## src/rtl/vga_scanout_controller_pkg.sv

```systemverilog
// Shared timing defaults, RGB332 field layout and colour helpers for the VGA scanout path.
// The VGA_TEST_PATTERN_EN macro adds the colour-bar index to the alignment pipeline.
package vga_scanout_controller_pkg;

  localparam int DEF_H_ACTIVE   = 640;
  localparam int DEF_H_FRONT    = 16;
  localparam int DEF_H_SYNC     = 96;
  localparam int DEF_H_BACK     = 48;
  localparam int DEF_V_ACTIVE   = 480;
  localparam int DEF_V_FRONT    = 10;
  localparam int DEF_V_SYNC     = 2;
  localparam int DEF_V_BACK     = 33;
  localparam int DEF_FB_LATENCY = 1;
  localparam int DEF_H_TOTAL    = DEF_H_ACTIVE + DEF_H_FRONT + DEF_H_SYNC + DEF_H_BACK;
  localparam int DEF_V_TOTAL    = DEF_V_ACTIVE + DEF_V_FRONT + DEF_V_SYNC + DEF_V_BACK;

  // RGB332 field positions
  localparam int R_MSB = 7;
  localparam int R_LSB = 5;
  localparam int G_MSB = 4;
  localparam int G_LSB = 2;
  localparam int B_MSB = 1;
  localparam int B_LSB = 0;

  // Per-pixel control bits that travel alongside the framebuffer read
  typedef struct packed {
    logic       active;
    logic       hs_on;
    logic       vs_on;
    logic       sel;
`ifdef VGA_TEST_PATTERN_EN
    logic [2:0] bar;
`endif
  } pipe_t;

  function automatic logic [23:0] expand_rgb332(input logic [7:0] p);
    logic [2:0] r_s;
    logic [2:0] g_s;
    logic [1:0] b_s;
    r_s = p[R_MSB:R_LSB];
    g_s = p[G_MSB:G_LSB];
    b_s = p[B_MSB:B_LSB];
    return {r_s, r_s, r_s[2:1], g_s, g_s, g_s[2:1], b_s, b_s, b_s, b_s};
  endfunction

  function automatic logic [7:0] test_bar_colour(input logic [2:0] idx);
    logic [7:0] c_s;
    case (idx)
      3'd0:    c_s = 8'hFF;
      3'd1:    c_s = 8'hFC;
      3'd2:    c_s = 8'h1F;
      3'd3:    c_s = 8'h1C;
      3'd4:    c_s = 8'hE3;
      3'd5:    c_s = 8'hE0;
      3'd6:    c_s = 8'h03;
      3'd7:    c_s = 8'h00;
      default: c_s = 8'h00;
    endcase
    return c_s;
  endfunction

endpackage

```

## src/rtl/vga_sync_counter.sv

```systemverilog
// Horizontal/vertical scan counters with raw active, sync (active-low) and frame-end strobes.
module vga_sync_counter
  import vga_scanout_controller_pkg::*;
#(
  parameter int H_ACTIVE = DEF_H_ACTIVE,
  parameter int H_FRONT  = DEF_H_FRONT,
  parameter int H_SYNC   = DEF_H_SYNC,
  parameter int H_BACK   = DEF_H_BACK,
  parameter int V_ACTIVE = DEF_V_ACTIVE,
  parameter int V_FRONT  = DEF_V_FRONT,
  parameter int V_SYNC   = DEF_V_SYNC,
  parameter int V_BACK   = DEF_V_BACK
) (
  input  logic       clock_video,
  input  logic       reset,
  output logic [9:0] h_count,
  output logic [9:0] v_count,
  output logic       active,
  output logic       hs_raw,
  output logic       vs_raw,
  output logic       frame_end
);

  localparam int H_TOTAL = H_ACTIVE + H_FRONT + H_SYNC + H_BACK;
  localparam int V_TOTAL = V_ACTIVE + V_FRONT + V_SYNC + V_BACK;

  localparam logic [9:0] H_LAST = 10'(H_TOTAL - 1);
  localparam logic [9:0] V_LAST = 10'(V_TOTAL - 1);
  localparam logic [9:0] H_ACT  = 10'(H_ACTIVE);
  localparam logic [9:0] V_ACT  = 10'(V_ACTIVE);
  localparam logic [9:0] HS_BEG = 10'(H_ACTIVE + H_FRONT);
  localparam logic [9:0] HS_END = 10'(H_ACTIVE + H_FRONT + H_SYNC);
  localparam logic [9:0] VS_BEG = 10'(V_ACTIVE + V_FRONT);
  localparam logic [9:0] VS_END = 10'(V_ACTIVE + V_FRONT + V_SYNC);

  logic [9:0] h_count_r;
  logic [9:0] v_count_r;
  logic       h_wrap_s;

  assign h_wrap_s = (h_count_r == H_LAST);

  // Scan position counters
  always_ff @(posedge clock_video or negedge reset) begin
    if (!reset) begin
      h_count_r <= 10'd0;
      v_count_r <= 10'd0;
    end else if (h_wrap_s) begin
      h_count_r <= 10'd0;
      if (v_count_r == V_LAST) begin
        v_count_r <= 10'd0;
      end else begin
        v_count_r <= v_count_r + 10'd1;
      end
    end else begin
      h_count_r <= h_count_r + 10'd1;
    end
  end

  // Raw timing decode from the current scan position
  always_comb begin
    active    = 1'b0;
    hs_raw    = 1'b1;
    vs_raw    = 1'b1;
    frame_end = 1'b0;
    if ((h_count_r < H_ACT) && (v_count_r < V_ACT)) active = 1'b1;
    else                                              active = 1'b0;
    if ((h_count_r >= HS_BEG) && (h_count_r < HS_END)) hs_raw = 1'b0;
    else                                                hs_raw = 1'b1;
    if ((v_count_r >= VS_BEG) && (v_count_r < VS_END)) vs_raw = 1'b0;
    else                                                vs_raw = 1'b1;
    if (h_wrap_s && (v_count_r == V_LAST)) frame_end = 1'b1;
    else                                    frame_end = 1'b0;
  end

  assign h_count = h_count_r;
  assign v_count = v_count_r;

endmodule

```

## src/rtl/vga_scanout_controller.sv

```systemverilog
// VGA timing and pixel output stage: issues scan coordinates, aligns returning framebuffer
// pixels with sync, expands RGB332 to 24-bit. Optional colour bars under VGA_TEST_PATTERN_EN.
module vga_scanout_controller
  import vga_scanout_controller_pkg::*;
#(
  parameter int H_ACTIVE   = DEF_H_ACTIVE,
  parameter int H_FRONT    = DEF_H_FRONT,
  parameter int H_SYNC     = DEF_H_SYNC,
  parameter int H_BACK     = DEF_H_BACK,
  parameter int V_ACTIVE   = DEF_V_ACTIVE,
  parameter int V_FRONT    = DEF_V_FRONT,
  parameter int V_SYNC     = DEF_V_SYNC,
  parameter int V_BACK     = DEF_V_BACK,
  parameter int FB_LATENCY = DEF_FB_LATENCY
) (
  input  logic       clock_video,
  input  logic       reset,
  input  logic [7:0] pixel_frame0,
  input  logic [7:0] pixel_frame1,
  input  logic       frame_select,
`ifdef VGA_TEST_PATTERN_EN
  input  logic       test_pattern,
`endif
  output logic [9:0] pixel_x_pos,
  output logic [9:0] pixel_y_pos,
  output logic [7:0] vga_r,
  output logic [7:0] vga_g,
  output logic [7:0] vga_b,
  output logic       vga_hsync,
  output logic       vga_vsync,
  output logic       vga_blank_n,
  output logic       vga_sync_n,
  output logic       vblank
);

  localparam logic [9:0] V_ACT = 10'(V_ACTIVE);

  logic [9:0] h_count_s;
  logic [9:0] v_count_s;
  logic       active_s;
  logic       hs_raw_s;
  logic       vs_raw_s;
  logic       frame_end_s;

  logic       displayed_select_r;
  pipe_t      st1_next_s;
  pipe_t      st1_r;
  pipe_t      dly_r [FB_LATENCY];
  pipe_t      pipe_out_s;
  logic [7:0] pix_s;
  logic [23:0] colour_s;

  logic [9:0] pixel_x_pos_r;
  logic [9:0] pixel_y_pos_r;
  logic       vblank_r;
  logic [7:0] vga_r_r;
  logic [7:0] vga_g_r;
  logic [7:0] vga_b_r;
  logic       vga_hsync_r;
  logic       vga_vsync_r;
  logic       vga_blank_n_r;

  vga_sync_counter #(
    .H_ACTIVE (H_ACTIVE),
    .H_FRONT  (H_FRONT),
    .H_SYNC   (H_SYNC),
    .H_BACK   (H_BACK),
    .V_ACTIVE (V_ACTIVE),
    .V_FRONT  (V_FRONT),
    .V_SYNC   (V_SYNC),
    .V_BACK   (V_BACK)
  ) u_sync_counter (
    .clock_video (clock_video),
    .reset       (reset),
    .h_count     (h_count_s),
    .v_count     (v_count_s),
    .active      (active_s),
    .hs_raw      (hs_raw_s),
    .vs_raw      (vs_raw_s),
    .frame_end   (frame_end_s)
  );

  // Buffer choice only changes across a frame boundary so a frame never mixes buffers
  always_ff @(posedge clock_video or negedge reset) begin
    if (!reset) begin
      displayed_select_r <= 1'b0;
    end else if (frame_end_s) begin
      displayed_select_r <= frame_select;
    end else begin
      displayed_select_r <= displayed_select_r;
    end
  end

  // Control bits for the coordinate being issued; sync stored active-high so reset means idle
  always_comb begin
    st1_next_s        = '0;
    st1_next_s.active = active_s;
    st1_next_s.hs_on  = ~hs_raw_s;
    st1_next_s.vs_on  = ~vs_raw_s;
    st1_next_s.sel    = displayed_select_r;
`ifdef VGA_TEST_PATTERN_EN
    st1_next_s.bar    = 3'd0;
    for (int i = 1; i < 8; i++) begin
      if (h_count_s >= 10'((i * H_ACTIVE) / 8)) st1_next_s.bar = 3'(i);
      else                                         st1_next_s.bar = st1_next_s.bar;
    end
`endif
  end

  // Coordinate issue stage; blanking reads park on address 0
  always_ff @(posedge clock_video or negedge reset) begin
    if (!reset) begin
      pixel_x_pos_r <= 10'd0;
      pixel_y_pos_r <= 10'd0;
      vblank_r      <= 1'b0;
      st1_r         <= '0;
    end else begin
      pixel_x_pos_r <= active_s ? h_count_s : 10'd0;
      pixel_y_pos_r <= active_s ? v_count_s : 10'd0;
      vblank_r      <= (v_count_s >= V_ACT);
      st1_r         <= st1_next_s;
    end
  end

  // Delay line matching the framebuffer read latency
  always_ff @(posedge clock_video or negedge reset) begin
    if (!reset) begin
      for (int i = 0; i < FB_LATENCY; i++) dly_r[i] <= '0;
    end else begin
      dly_r[0] <= st1_r;
      for (int i = 1; i < FB_LATENCY; i++) dly_r[i] <= dly_r[i-1];
    end
  end

  assign pipe_out_s = dly_r[FB_LATENCY-1];

  // Pixel source selection and colour expansion
  always_comb begin
    pix_s    = 8'h00;
    colour_s = 24'h000000;
`ifdef VGA_TEST_PATTERN_EN
    if (test_pattern)        pix_s = test_bar_colour(pipe_out_s.bar);
    else if (pipe_out_s.sel) pix_s = pixel_frame1;
    else                     pix_s = pixel_frame0;
`else
    if (pipe_out_s.sel) pix_s = pixel_frame1;
    else                pix_s = pixel_frame0;
`endif
    if (pipe_out_s.active) colour_s = expand_rgb332(pix_s);
    else                   colour_s = 24'h000000;
  end

  // Output register: colour and sync leave together
  always_ff @(posedge clock_video or negedge reset) begin
    if (!reset) begin
      vga_r_r       <= 8'h00;
      vga_g_r       <= 8'h00;
      vga_b_r       <= 8'h00;
      vga_hsync_r   <= 1'b1;
      vga_vsync_r   <= 1'b1;
      vga_blank_n_r <= 1'b0;
    end else begin
      vga_r_r       <= colour_s[23:16];
      vga_g_r       <= colour_s[15:8];
      vga_b_r       <= colour_s[7:0];
      vga_hsync_r   <= ~pipe_out_s.hs_on;
      vga_vsync_r   <= ~pipe_out_s.vs_on;
      vga_blank_n_r <= pipe_out_s.active;
    end
  end

  assign pixel_x_pos = pixel_x_pos_r;
  assign pixel_y_pos = pixel_y_pos_r;
  assign vblank      = vblank_r;
  assign vga_r       = vga_r_r;
  assign vga_g       = vga_g_r;
  assign vga_b       = vga_b_r;
  assign vga_hsync   = vga_hsync_r;
  assign vga_vsync   = vga_vsync_r;
  assign vga_blank_n = vga_blank_n_r;
  assign vga_sync_n  = 1'b0;

endmodule

```

## config.mk

```make
export PLATFORM = sky130hd
export DESIGN_NAME = vga_scanout_controller
export DESIGN_NICKNAME = d
export VERILOG_FILES = /design/src/rtl/vga_scanout_controller_pkg.sv /design/src/rtl/vga_sync_counter.sv /design/src/rtl/vga_scanout_controller.sv
export SDC_FILE = /design/constraint.sdc
export NUM_CORES = 1
export LEC_CHECK = 0
export ABC_AREA = 1
export BUFFER_PORTS_ARGS = -buffer_cell sky130_fd_sc_hd__buf_2
export CAP_MARGIN = 10
export CELL_PAD_IN_SITES_DETAIL_PLACEMENT = 2
export CELL_PAD_IN_SITES_GLOBAL_PLACEMENT = 2
export CORE_MARGIN = 2
export CORE_UTILIZATION = 35
export CTS_BUF_LIST = sky130_fd_sc_hd__clkbuf_8
export CTS_CLUSTER_SIZE = 20
export DETAILED_ROUTE_END_ITERATION = 7
export PLACE_DENSITY = 0.84
export SLEW_MARGIN = 20
export SYNTH_ARGS = -nofsm -noshare
export SYNTH_HDL_FRONTEND = slang
export SYNTH_SLANG_ARGS = --single-unit
export TNS_END_PERCENT = 100
```

## constraint.sdc

```tcl
create_clock -name clock_video -period 2 [get_ports clock_video]
set_input_delay 0.3 -clock clock_video [delete_from_list [all_inputs] [get_ports clock_video]]
set_output_delay 0.3 -clock clock_video [all_outputs]
set_load 0.03 [all_outputs]
```

==> out/summary.md <==
The most frequently used flop master after synthesis was sky130_fd_sc_hd__dfrtp_1. The sum of buffers and inverters on the critical path is 1. The tools report the number of antenna violations at the first check in global routing as 0. Root buffer cell: sky130_fd_sc_hd__clkbuf_8. Setup repair after global routing left no endpoint under its margin. Summing over every cut layer, the via total after detailed routing is 1982. The initial standard-cell utilization of the core was 35.6%. Clock-pin slew was measured on the worst setup and hold paths at 70 ps. The violation count after the first detailed-route iteration was 44; the synthesized flop and latch total was 61. The total iterations of the first detailed-routing run came out at 4. For the final routed database, the setup TNS stands at 0 ps.

The number of antenna diodes in the final layout is 0. The area of placed instances was 2900 um2; the final critical path time including I/O delays and setup was 1600 ps. The number of distinct library cells after synthesis was 24. The analysis attributes to cell leakage a power of 0.00165 uW. The H-tree generated during clock tree synthesis spans 3 levels. TritonCTS built the clock tree. Detail-routed via count per cell: 4.58.

After synthesis, the cell types taking the most area are sky130_fd_sc_hd__dfrtp_1, sky130_fd_sc_hd__nor2_1, sky130_fd_sc_hd__nand2_1. Among all cell types in the netlist, the one instantiated most often is sky130_fd_sc_hd__dfrtp_1. The first global-routing pass estimated 10.7 mm of wire. The synthesized design devotes to its leading area cell type 57.8% of total area. Setup violations remaining at the end of the flow were counted as 0. The startpoint type of the worst setup path was a register. The maximum number of pins on one net before global-route repair was 45.

The die covers 8000 um2. After synthesis, the share of flip-flops with an asynchronous set or reset is 100%. In this run the count of I/O pins placed on the die edge is 68. The count of yosys warnings during synthesis is 0, and the share of final-layout standard cells stronger than drive strength 1 is 28.4%. The tools report the maximum root-to-sink buffer count as 2. The logs give 0 for the count of final hold-check violations and 59.8% for the sequential-to-total area share from yosys stat. The cell area that synthesis handed to floorplanning was 2560 um2. Summing all flip-flop and latch instances after layout gives 1530 um2.

For the worst setup path, the data required time is 2220 ps. The largest total area in the synthesized netlist belongs to sky130_fd_sc_hd__dfrtp_1. In this design, the largest share of critical-path delay is due to simple AND/OR/NAND/NOR gates. In the final layout, the multi-input gates occupy 747 um2. The highest clock frequency the design can meet was 625 MHz. The flow ran to the end, and the final reports show no timing, DRC or antenna violations.

The run gives 7180 um2 as the core region area. Row generation in the floorplan step produced 31 rows. Summing internal, switching and leakage power gives 2610 uW. After detailed routing, the average wire length per cell comes to 15.6 um. Traced cell by cell, the critical path runs through ha_1, nand4_4, nor2_8, inv_2, o21ai_0, nor2_1. Counting the fill cells in the layout gives 801.

The area added between synthesis and finish is 22.6%. On the final layout, the worst clock skew is 9.08 ps. The vertical extent of the die is 89.5 um.

On the critical path, the stage with the largest delay is an instance of sky130_fd_sc_hd__dfrtp_1. The mean instance size in the synthesized netlist is 9.57 um2. The worst hold path class was in -> reg. STA classifies the critical path endpoint as a register. Power spread over the standard cell area amounts to 834 nW/um2. The number of gates resized after CTS was 0.

Buffers inserted during clock tree synthesis total 9. From left edge to right edge, the die measures 89.5 um. The number of routed nets with antenna violations was 0.

Across the run, the number of max-cap violations was 0. The logs give 61 for the clock sink count and 2147 for the number of global-route vias before repair. The net count of the finished layout is 352. The congestion estimate from routability-driven global placement came to 0.756. Summed over all layers, the routed wires come to 6.77 mm.

The HPWL after detailed placement is 4.83 mm. Global routing finished with a remaining overflow of 0. Once layout is complete, the cells apart from fillers number 433. The run gives 0 as the final-report max-slew violation count. The setup path with the least slack is of type reg -> reg. The run gives 1 as the count of hold buffers inserted by post-cts repair. Sorting the synthesized cells by how often they occur yields sky130_fd_sc_hd__dfrtp_1, sky130_fd_sc_hd__nor2_1, sky130_fd_sc_hd__nand2_1, sky130_fd_sc_hd__inv_1, sky130_fd_sc_hd__buf_4. Across every metal layer, demand over resource in global routing totals 18.4%.

The count of buffers added on input and output ports is 66. In this run the worst path has a maximum fanout of 18. In this run the post-CTS setup repair buffer count came out at 0.

In the routed design, unresolved DRC markers number 0. The clock latency on the worst-skew pair was 350 ps; the cell count after synthesis was 267. The largest single stage delay on the critical path is 400 ps.

The final critical path takes up 80.1% of the cycle. Summing all non-filler instances in the final layout gives an area of 3130 um2. The worst-case IR drop observed on VDD is 0.343 mV. Data arrives at the worst endpoint at 1820 ps.

After detailed placement, the design holds a cell count of 416. The synthesized design contains 0 enable-type register cells.
worst paths after layout:
path / from / to / slack, ps / cells past startpoint
hold / removal: pixel_frame1[5] / vga_r[5] / 200 / 3
min in group asynchronous: reset / pixel_x_pos[0] / 430 / 2
setup reg to reg: u_sync_counter.h_count[0] / u_sync_counter.h_count[9] / 400 / 6
max in group asynchronous: reset / vga_vsync / 920 / 3
setup / recovery: u_sync_counter.h_count[0] / u_sync_counter.h_count[9] / 400 / 6
hold reg to reg: st1_r[3] / dly_r[3] / 350 / 0
stage by stage:
stage	utilization, %	hold WS, ps	worst slack [ps]
floorplan	-	4.41	751
global placement	40.4	263	559
detailed placement	40.4	278	443
CTS	43.7	183	370
global route	43.7	212	272
finish	43.7	197	399
registers in the layout, indices dropped and copies added (netlist names):
signal	count
pixel_x_pos	10
u_sync_counter.h_count	10
vga_b	2
st1_r	4
u_sync_counter.v_count	10
displayed_select_r	1
vblank	1
vga_r	3
vga_hsync	1
pixel_y_pos	10
vga_blank_n	1
dly_r	4
vga_vsync	1
vga_g	3
where the power goes:
| part | leakage [uW] | switching, uW | internal [uW] |
|---|---|---|---|
| Sequential | 0.000769 | 5.58 | 1240 |
| Clock | 0.000102 | 523 | 704 |
| Combinational | 0.000776 | 100 | 39.1 |
| Total | 0.00165 | 629 | 1990 |
layer usage:
layer  share of wire (%)  track usage (%)  routed length (um)
met5                   0                0                   0
met4                 1.4             8.14                  95
met3                 4.9             3.23                 334
met2                  52             33.3                3550
met1                  41             21.1                2790
cell usage in the layout (no fill, tap or decap), types with 4 or more instances in the layout:
master,synthesis,layout
sky130_fd_sc_hd__nand2_1,40,40
sky130_fd_sc_hd__nand4_1,4,4
sky130_fd_sc_hd__buf_2,2,66
sky130_fd_sc_hd__ha_1,4,4
sky130_fd_sc_hd__inv_1,35,35
sky130_fd_sc_hd__xor2_1,6,6
sky130_fd_sc_hd__nor2_1,50,50
sky130_fd_sc_hd__dfrtp_1,59,59
sky130_fd_sc_hd__o21ai_0,15,15
sky130_fd_sc_hd__clkbuf_8,0,9
sky130_fd_sc_hd__nand3_1,14,14
logic make-up after synthesis:
logic type | count (synthesis) | share of synthesized area [%]
other cells | 1 | 0.147
compound gates | 20 | 4.01
simple gates | 119 | 20.9
flops | 61 | 59.8
xor+xnor | 6 | 2.06
fa+ha+maj | 4 | 1.96
buf+inv | 56 | 11.1
worst min-delay path, stage by stage:
cell                     delay [ps]
sky130_fd_sc_hd__buf_2           80
sky130_fd_sc_hd__nor2_1          40
sky130_fd_sc_hd__nor2_1          90
area by class of cell:
class,count,share of cell area [%]
Clock inverter,7,3.19
Inverter,36,4.31
Clock buffer,9,3.95
Timing Repair Buffer,70,12.0
Multi-Input combinational cell,151,23.8
Sequential cell,61,48.8
Tap cell,99,3.95
Power figures use the tool's default switching activity.
